$ cat config.mk
export PLATFORM = sky130hd
export DESIGN_NAME = dsi_packet_assembler
export DESIGN_NICKNAME = d
export VERILOG_FILES = /design/src/rtl/dsi_packet_assembler.sv
export SDC_FILE = /design/constraint.sdc
export NUM_CORES = 1
export LEC_CHECK = 0
export BUFFER_PORTS_ARGS = -buffer_cell sky130_fd_sc_hd__buf_2
export CAP_MARGIN = 20
export CORE_MARGIN = 2
export CORE_UTILIZATION = 40
export DETAILED_ROUTE_END_ITERATION = 16
export PLACE_DENSITY = 0.64
export SKIP_CTS_REPAIR_TIMING = 1
export SYNTH_ARGS = -nofsm -noshare
export SYNTH_HDL_FRONTEND = slang
export SYNTH_SLANG_ARGS = --single-unit
export TNS_END_PERCENT = 100
$ cat constraint.sdc
create_clock -name clk_sys -period 5.9 [get_ports clk_sys]
set_input_delay 0.59 -clock clk_sys [delete_from_list [all_inputs] [get_ports clk_sys]]
set_output_delay 0.59 -clock clk_sys [all_outputs]
set_load 0.03 [all_outputs]
$ cat src/rtl/dsi_packet_assembler.sv
// DSI packet assembler: builds short/long packets (header ECC, payload, CRC-16) as byte-packed 32-bit words.
// Optional feature macro: DSI_PKT_CRC_EN (defined = CRC-16 computed; undefined = checksum field sent as 16'h0000).
module dsi_packet_assembler #(
  parameter logic [15:0] CRC_INIT = 16'hFFFF
) (
  input  logic        clk_sys,
  input  logic        rst_n,
  input  logic        cmd_valid,
  output logic        cmd_ready,
  input  logic        cmd_long,
  input  logic [1:0]  cmd_vc,
  input  logic [5:0]  cmd_dt,
  input  logic [15:0] cmd_wc,
  input  logic [31:0] pld_data,
  input  logic        pld_valid,
  output logic        pld_ready,
  output logic [31:0] iface_write_data,
  output logic [3:0]  iface_write_strb,
  output logic        iface_write_rqst,
  output logic        iface_last_word,
  input  logic        iface_data_rqst,
  output logic        busy
);

`ifdef DSI_PKT_CRC_EN
  localparam logic [15:0] CRC_MASK = '1;
`else
  localparam logic [15:0] CRC_MASK = '0;
`endif
  localparam logic [15:0] CRC_SEED = CRC_INIT & CRC_MASK;

  typedef enum logic [1:0] {IDLE, HDR, PLD, TAIL} state_t;

  state_t      state;
  logic        is_long;
  logic [15:0] bytes_left;
  logic [15:0] crc;
  logic        tail_out;
  logic        tail_one;

  logic [23:0] hdr;
  logic [5:0]  ecc;
  logic        xfer;
  logic        consume;
  logic        last_pld;
  logic [15:0] crc_next;

`ifdef DSI_PKT_CRC_EN
  logic [2:0] nbytes;

  function automatic logic [15:0] crc_byte(input logic [15:0] c, input logic [7:0] b);
    logic [15:0] r;
    r = c ^ {8'h00, b};
    for (int unsigned i = 0; i < 8; i++)
      r = r[0] ? ((r >> 1) ^ 16'h8408) : (r >> 1);
    return r;
  endfunction
`endif

  always_comb begin
    hdr     = {cmd_wc, cmd_vc, cmd_dt};
    ecc[0]  = ^(hdr & 24'hF12CB7);
    ecc[1]  = ^(hdr & 24'hF2555B);
    ecc[2]  = ^(hdr & 24'h749A6D);
    ecc[3]  = ^(hdr & 24'hB8E38E);
    ecc[4]  = ^(hdr & 24'hDF03F0);
    ecc[5]  = ^(hdr & 24'hEFFC00);
    xfer      = iface_write_rqst && iface_data_rqst;
    pld_ready = (state == PLD) && (!iface_write_rqst || iface_data_rqst);
    consume   = pld_valid && pld_ready;
    last_pld  = (bytes_left <= 16'd4);
`ifdef DSI_PKT_CRC_EN
    nbytes   = last_pld ? bytes_left[2:0] : 3'd4;
    crc_next = crc;
    for (int unsigned i = 0; i < 4; i++)
      if (i < 32'(nbytes)) crc_next = crc_byte(crc_next, pld_data[8*i +: 8]);
`else
    crc_next = '0;
`endif
  end

  assign cmd_ready = (state == IDLE);
  assign busy      = (state != IDLE) || (cmd_valid && cmd_ready);

  always_ff @(posedge clk_sys) begin
    if (!rst_n) begin
      state            <= IDLE;
      is_long          <= 1'b0;
      bytes_left       <= '0;
      crc              <= '0;
      tail_out         <= 1'b0;
      tail_one         <= 1'b0;
      iface_write_data <= '0;
      iface_write_strb <= '0;
      iface_write_rqst <= 1'b0;
      iface_last_word  <= 1'b0;
    end else begin
      case (state)
        IDLE: if (cmd_valid) begin
          is_long          <= cmd_long;
          bytes_left       <= cmd_long ? cmd_wc : '0;
          crc              <= CRC_SEED;
          tail_out         <= 1'b0;
          iface_write_data <= {2'b00, ecc, hdr};
          iface_write_strb <= 4'hF;
          iface_write_rqst <= 1'b1;
          iface_last_word  <= !cmd_long;
          state            <= HDR;
        end
        HDR: if (xfer) begin
          if (!is_long) begin
            iface_write_rqst <= 1'b0;
            iface_last_word  <= 1'b0;
            state            <= IDLE;
          end else if (bytes_left == '0) begin
            iface_write_data <= {16'h0000, crc};
            iface_write_strb <= 4'h3;
            iface_last_word  <= 1'b1;
            tail_out         <= 1'b1;
            state            <= TAIL;
          end else begin
            iface_write_rqst <= 1'b0;
            state            <= PLD;
          end
        end
        PLD: begin
          if (consume) begin
            iface_write_rqst <= 1'b1;
            crc              <= crc_next;
            bytes_left       <= last_pld ? '0 : bytes_left - 16'd4;
            if (!last_pld) begin
              iface_write_data <= pld_data;
              iface_write_strb <= 4'hF;
              iface_last_word  <= 1'b0;
            end else begin
              // CRC bytes follow the last payload byte; whatever does not fit spills into TAIL
              state <= TAIL;
              case (bytes_left[2:0])
                3'd4: begin
                  iface_write_data <= pld_data;
                  iface_write_strb <= 4'hF;
                  iface_last_word  <= 1'b0;
                  tail_out         <= 1'b0;
                  tail_one         <= 1'b0;
                end
                3'd3: begin
                  iface_write_data <= {crc_next[7:0], pld_data[23:0]};
                  iface_write_strb <= 4'hF;
                  iface_last_word  <= 1'b0;
                  tail_out         <= 1'b0;
                  tail_one         <= 1'b1;
                end
                3'd2: begin
                  iface_write_data <= {crc_next, pld_data[15:0]};
                  iface_write_strb <= 4'hF;
                  iface_last_word  <= 1'b1;
                  tail_out         <= 1'b1;
                end
                default: begin
                  iface_write_data <= {8'h00, crc_next, pld_data[7:0]};
                  iface_write_strb <= 4'h7;
                  iface_last_word  <= 1'b1;
                  tail_out         <= 1'b1;
                end
              endcase
            end
          end else if (xfer) begin
            iface_write_rqst <= 1'b0;
          end
        end
        TAIL: begin
          if (tail_out) begin
            if (xfer) begin
              iface_write_rqst <= 1'b0;
              iface_last_word  <= 1'b0;
              tail_out         <= 1'b0;
              state            <= IDLE;
            end
          end else if (!iface_write_rqst || iface_data_rqst) begin
            iface_write_data <= tail_one ? {24'h000000, crc[15:8]} : {16'h0000, crc};
            iface_write_strb <= tail_one ? 4'h1 : 4'h3;
            iface_write_rqst <= 1'b1;
            iface_last_word  <= 1'b1;
            tail_out         <= 1'b1;
          end
        end
        default: state <= IDLE;
      endcase
    end
  end

endmodule

==> impl_metrics.tcl <==
set metrics [dict create \
    status "complete, no violations" \
    path_clk_slew_ns 0.07 \
    initial_utilization_pct 41.49 \
    gp_congestion 0.9293 \
    drt-initial-drc-count 190 \
    clock_skew_ns 0.006988 \
    synth-adder-area-share_pct 1.090 \
    synth_top_area_share_pct 34.30 \
    ys.flop_type "dfxtp_1" \
    grt-ovfl-total 0 \
    ir_worst_vdd_v 0.0001725 \
    vias 3550 \
    yosys.area_share.simple_pct 20.35 \
    synthArstFlopShare_pct 0 \
    startpoint_type "flop" \
    synth-seq-cells 59 \
    endpoint_kind "flop" \
    multi_input_area_mm2 0.002128 \
    synth.distinct_cells 48 \
    synth_xor_area_share_pct 12.97 \
    fin_setup_tns_ns 0 \
    h-tree-depth 3 \
    max_freq_mhz 325.0 \
    p_per_area_mw_per_mm2 328.4 \
    clock_path_buffers 2 \
    worstSetupPathType "flop to flop" \
    reg2reg_to "iface_write_data[29]$_SDFFE_PN0P_" \
    cp.arrival_ns 3.30 \
    cts_root_buffer "clkbuf_8" \
    die_h_um 96.78 \
    worstHoldEndpoint "tail_one$_SDFFE_PN0P_" \
    die_area_mm2 0.009366 \
    syn_inst 428 \
    grt_pass1_wl_um 17140 \
    min_path_type "flop to flop" \
    core_area_mm2 0.008299 \
    antenna_found_initial 0 \
    rsz0062_at_grt "no" \
    dp_hpwl_um 7576 \
    ys_warn_count 0 \
    fillCellCount 815 \
    ios 103 \
    drive_above_1_share_pct 24.90 \
    synth_top_cells_by_area "dfxtp_1, xnor2_1, nor2_1, o21ai_1, a21oi_1" \
    fin_util_pct 50.90 \
    hold_path.startpoint "tail_one$_SDFFE_PN0P_" \
    ys_seq_area_share_pct 34.30 \
    power.total_w 0.001387 \
    io_buffers 102 \
    clock_latency_ns 0.35 \
    grt_pass1_vias 3361 \
    layout_setup_ws_ns 2.823 \
    synth_top_area_cell "dfxtp_1" \
    dp_slack_ns 2.863 \
    drtPass1Iterations 4 \
    seqCellArea_mm2 0.001181 \
    synth_compound_area_share_pct 24.09 \
    diodes 0 \
    synth_common_cells "dfxtp_1, nor2_1, xnor2_1, o21ai_1, a21oi_1" \
    p_leak_nw 1.773 \
    tightest_slew_ns 1.115 \
    path_max_fanout 27 \
    fin_cells 627 \
    area_growth_pct 22.67 \
    wl_per_cell_um 17.05 \
    grt_max_degree 36 \
    syn_area_per_cell_um2 8.045 \
    synth_top_family_by_area "compound AO/OA/AOI/OAI gates" \
    rrSetupSlack_ns 2.82 \
    finalSetupViolCount 0 \
    fp-row-count 33 \
    synth_most_common_cell "dfxtp_1" \
    critPathRequiredTime_ns 6.12 \
    reg2reg_depth 6 \
    numCtsBuffers 9 \
    final.min_clock_period_ns 3.077 \
    cts.sinks 59 \
    hold-path-cell-count 2 \
    viasPerCell 5.662 \
    postRouteAntennaNets 0 \
    synth-edff-count 0 \
    synthMuxAreaShare_pct 3.198 \
    post-route-period-util_pct 52.16 \
    cap_violations 0 \
    cts_tree "yes" \
    hold_viol 0 \
    die_x_um 96.78 \
    maxSlewViolCount 0 \
    dp.cells 611 \
    syn-cell-area_mm2 0.003443 \
    drc 0 \
    totalWireLength_um 10690 \
    relSlewSlack_pct 25.11 \
    grt_usage_pct 22.49 \
    fin_nets 582 \
    syn_nets 493 \
]
==> per-stage QoR <==
step	hold WS (ns)	instance area [µm²]
final	0.4702	4224
after floorplan	0.4388	3443
after CTS	0.4709	4224
after global routing	0.4998	4224
after global placement	0.4582	3996
after detailed placement	0.4613	3996
==> layer usage <==
metal | GRT usage, % | wire length (µm) | up-vias
li1 | - | - | 1730
met1 | 31.63 | 5095 | 1666
met2 | 34.72 | 4733 | 140
met3 | 5.636 | 750 | 14
met4 | 5.309 | 110 | 0
met5 | 0 | 0 | -
==> placed cells by master (no fill, tap or decap), drive strengths merged, types with 16 or more instances in the layout <==
cell / synthesis / routed
a21oi: 29 / 29
a221oi: 16 / 16
a22oi: 16 / 16
buf: 8 / 106
dfxtp: 59 / 59
nand2: 23 / 23
nand3: 19 / 19
nor2: 52 / 52
nor3: 17 / 17
o21ai: 40 / 40
xnor2: 39 / 39
==> report_power, final <==
group          internal [W]  switching, W  total [W]
Combinational      0.000178      0.000301   0.000479
Clock              0.000260      0.000169   0.000430
Sequential         0.000446     0.0000321   0.000478
Total              0.000885      0.000502    0.00139
==> state kept, by name, indices dropped and copies added, names as in the netlist, named ones only <==
register and cells:
iface_write_data 32, bytes_left 16, iface_write_strb 4, iface_last_word 1, iface_write_rqst 1, is_long 1
state 1, tail_one 1, tail_out 1
==> cell families (layout without fill, tap and decap cells) <==
group / Yosys count / in the layout
compound gates: 130 / 130
xor+xnor: 51 / 51
fa+ha+maj: 3 / 3
buf+inv: 32 / 126
flops: 59 / 59
mux: 11 / 11
simple gates: 142 / 142
==> critical path: stages (launching register included) <==
cell and delay (ns):
dfxtp_1 1.00, nor2_1 0.12, a32o_1 0.26, a21oi_1 0.75, nor3_1 0.40, a22oi_1 0.29, o22ai_1 0.12
==> worst max-delay path by stage <==
stage	slack (ns)	cells after the start	end	start
2_1_floorplan	3.66	7	bytes_left[5]$_SDFFE_PN0P_	bytes_left[15]$_SDFFE_PN0P_
3_3_place_gp	2.87	6	iface_write_data[29]$_SDFFE_PN0P_	flop
3_5_place_dp	2.86	6	iface_write_data[29]$_SDFFE_PN0P_	flop
4_1_cts	2.83	6	iface_write_data[29]$_SDFFE_PN0P_	flop
5_1_grt	2.50	6	iface_write_data[28]$_SDFFE_PN0P_	flop
6_report	2.82	6	iface_write_data[29]$_SDFFE_PN0P_	flop
==> cell type report <==
| type | instances | share of cell area [%] |
|---|---|---|
| Inverter | 4 | 0.3555 |
| Tap cell | 105 | 3.110 |
| Sequential cell | 59 | 27.96 |
| Clock buffer | 12 | 3.673 |
| Timing Repair Buffer | 106 | 12.80 |
| Clock inverter | 4 | 1.718 |
| Multi-Input combinational cell | 337 | 50.39 |
(Power assumes the default switching activity.)
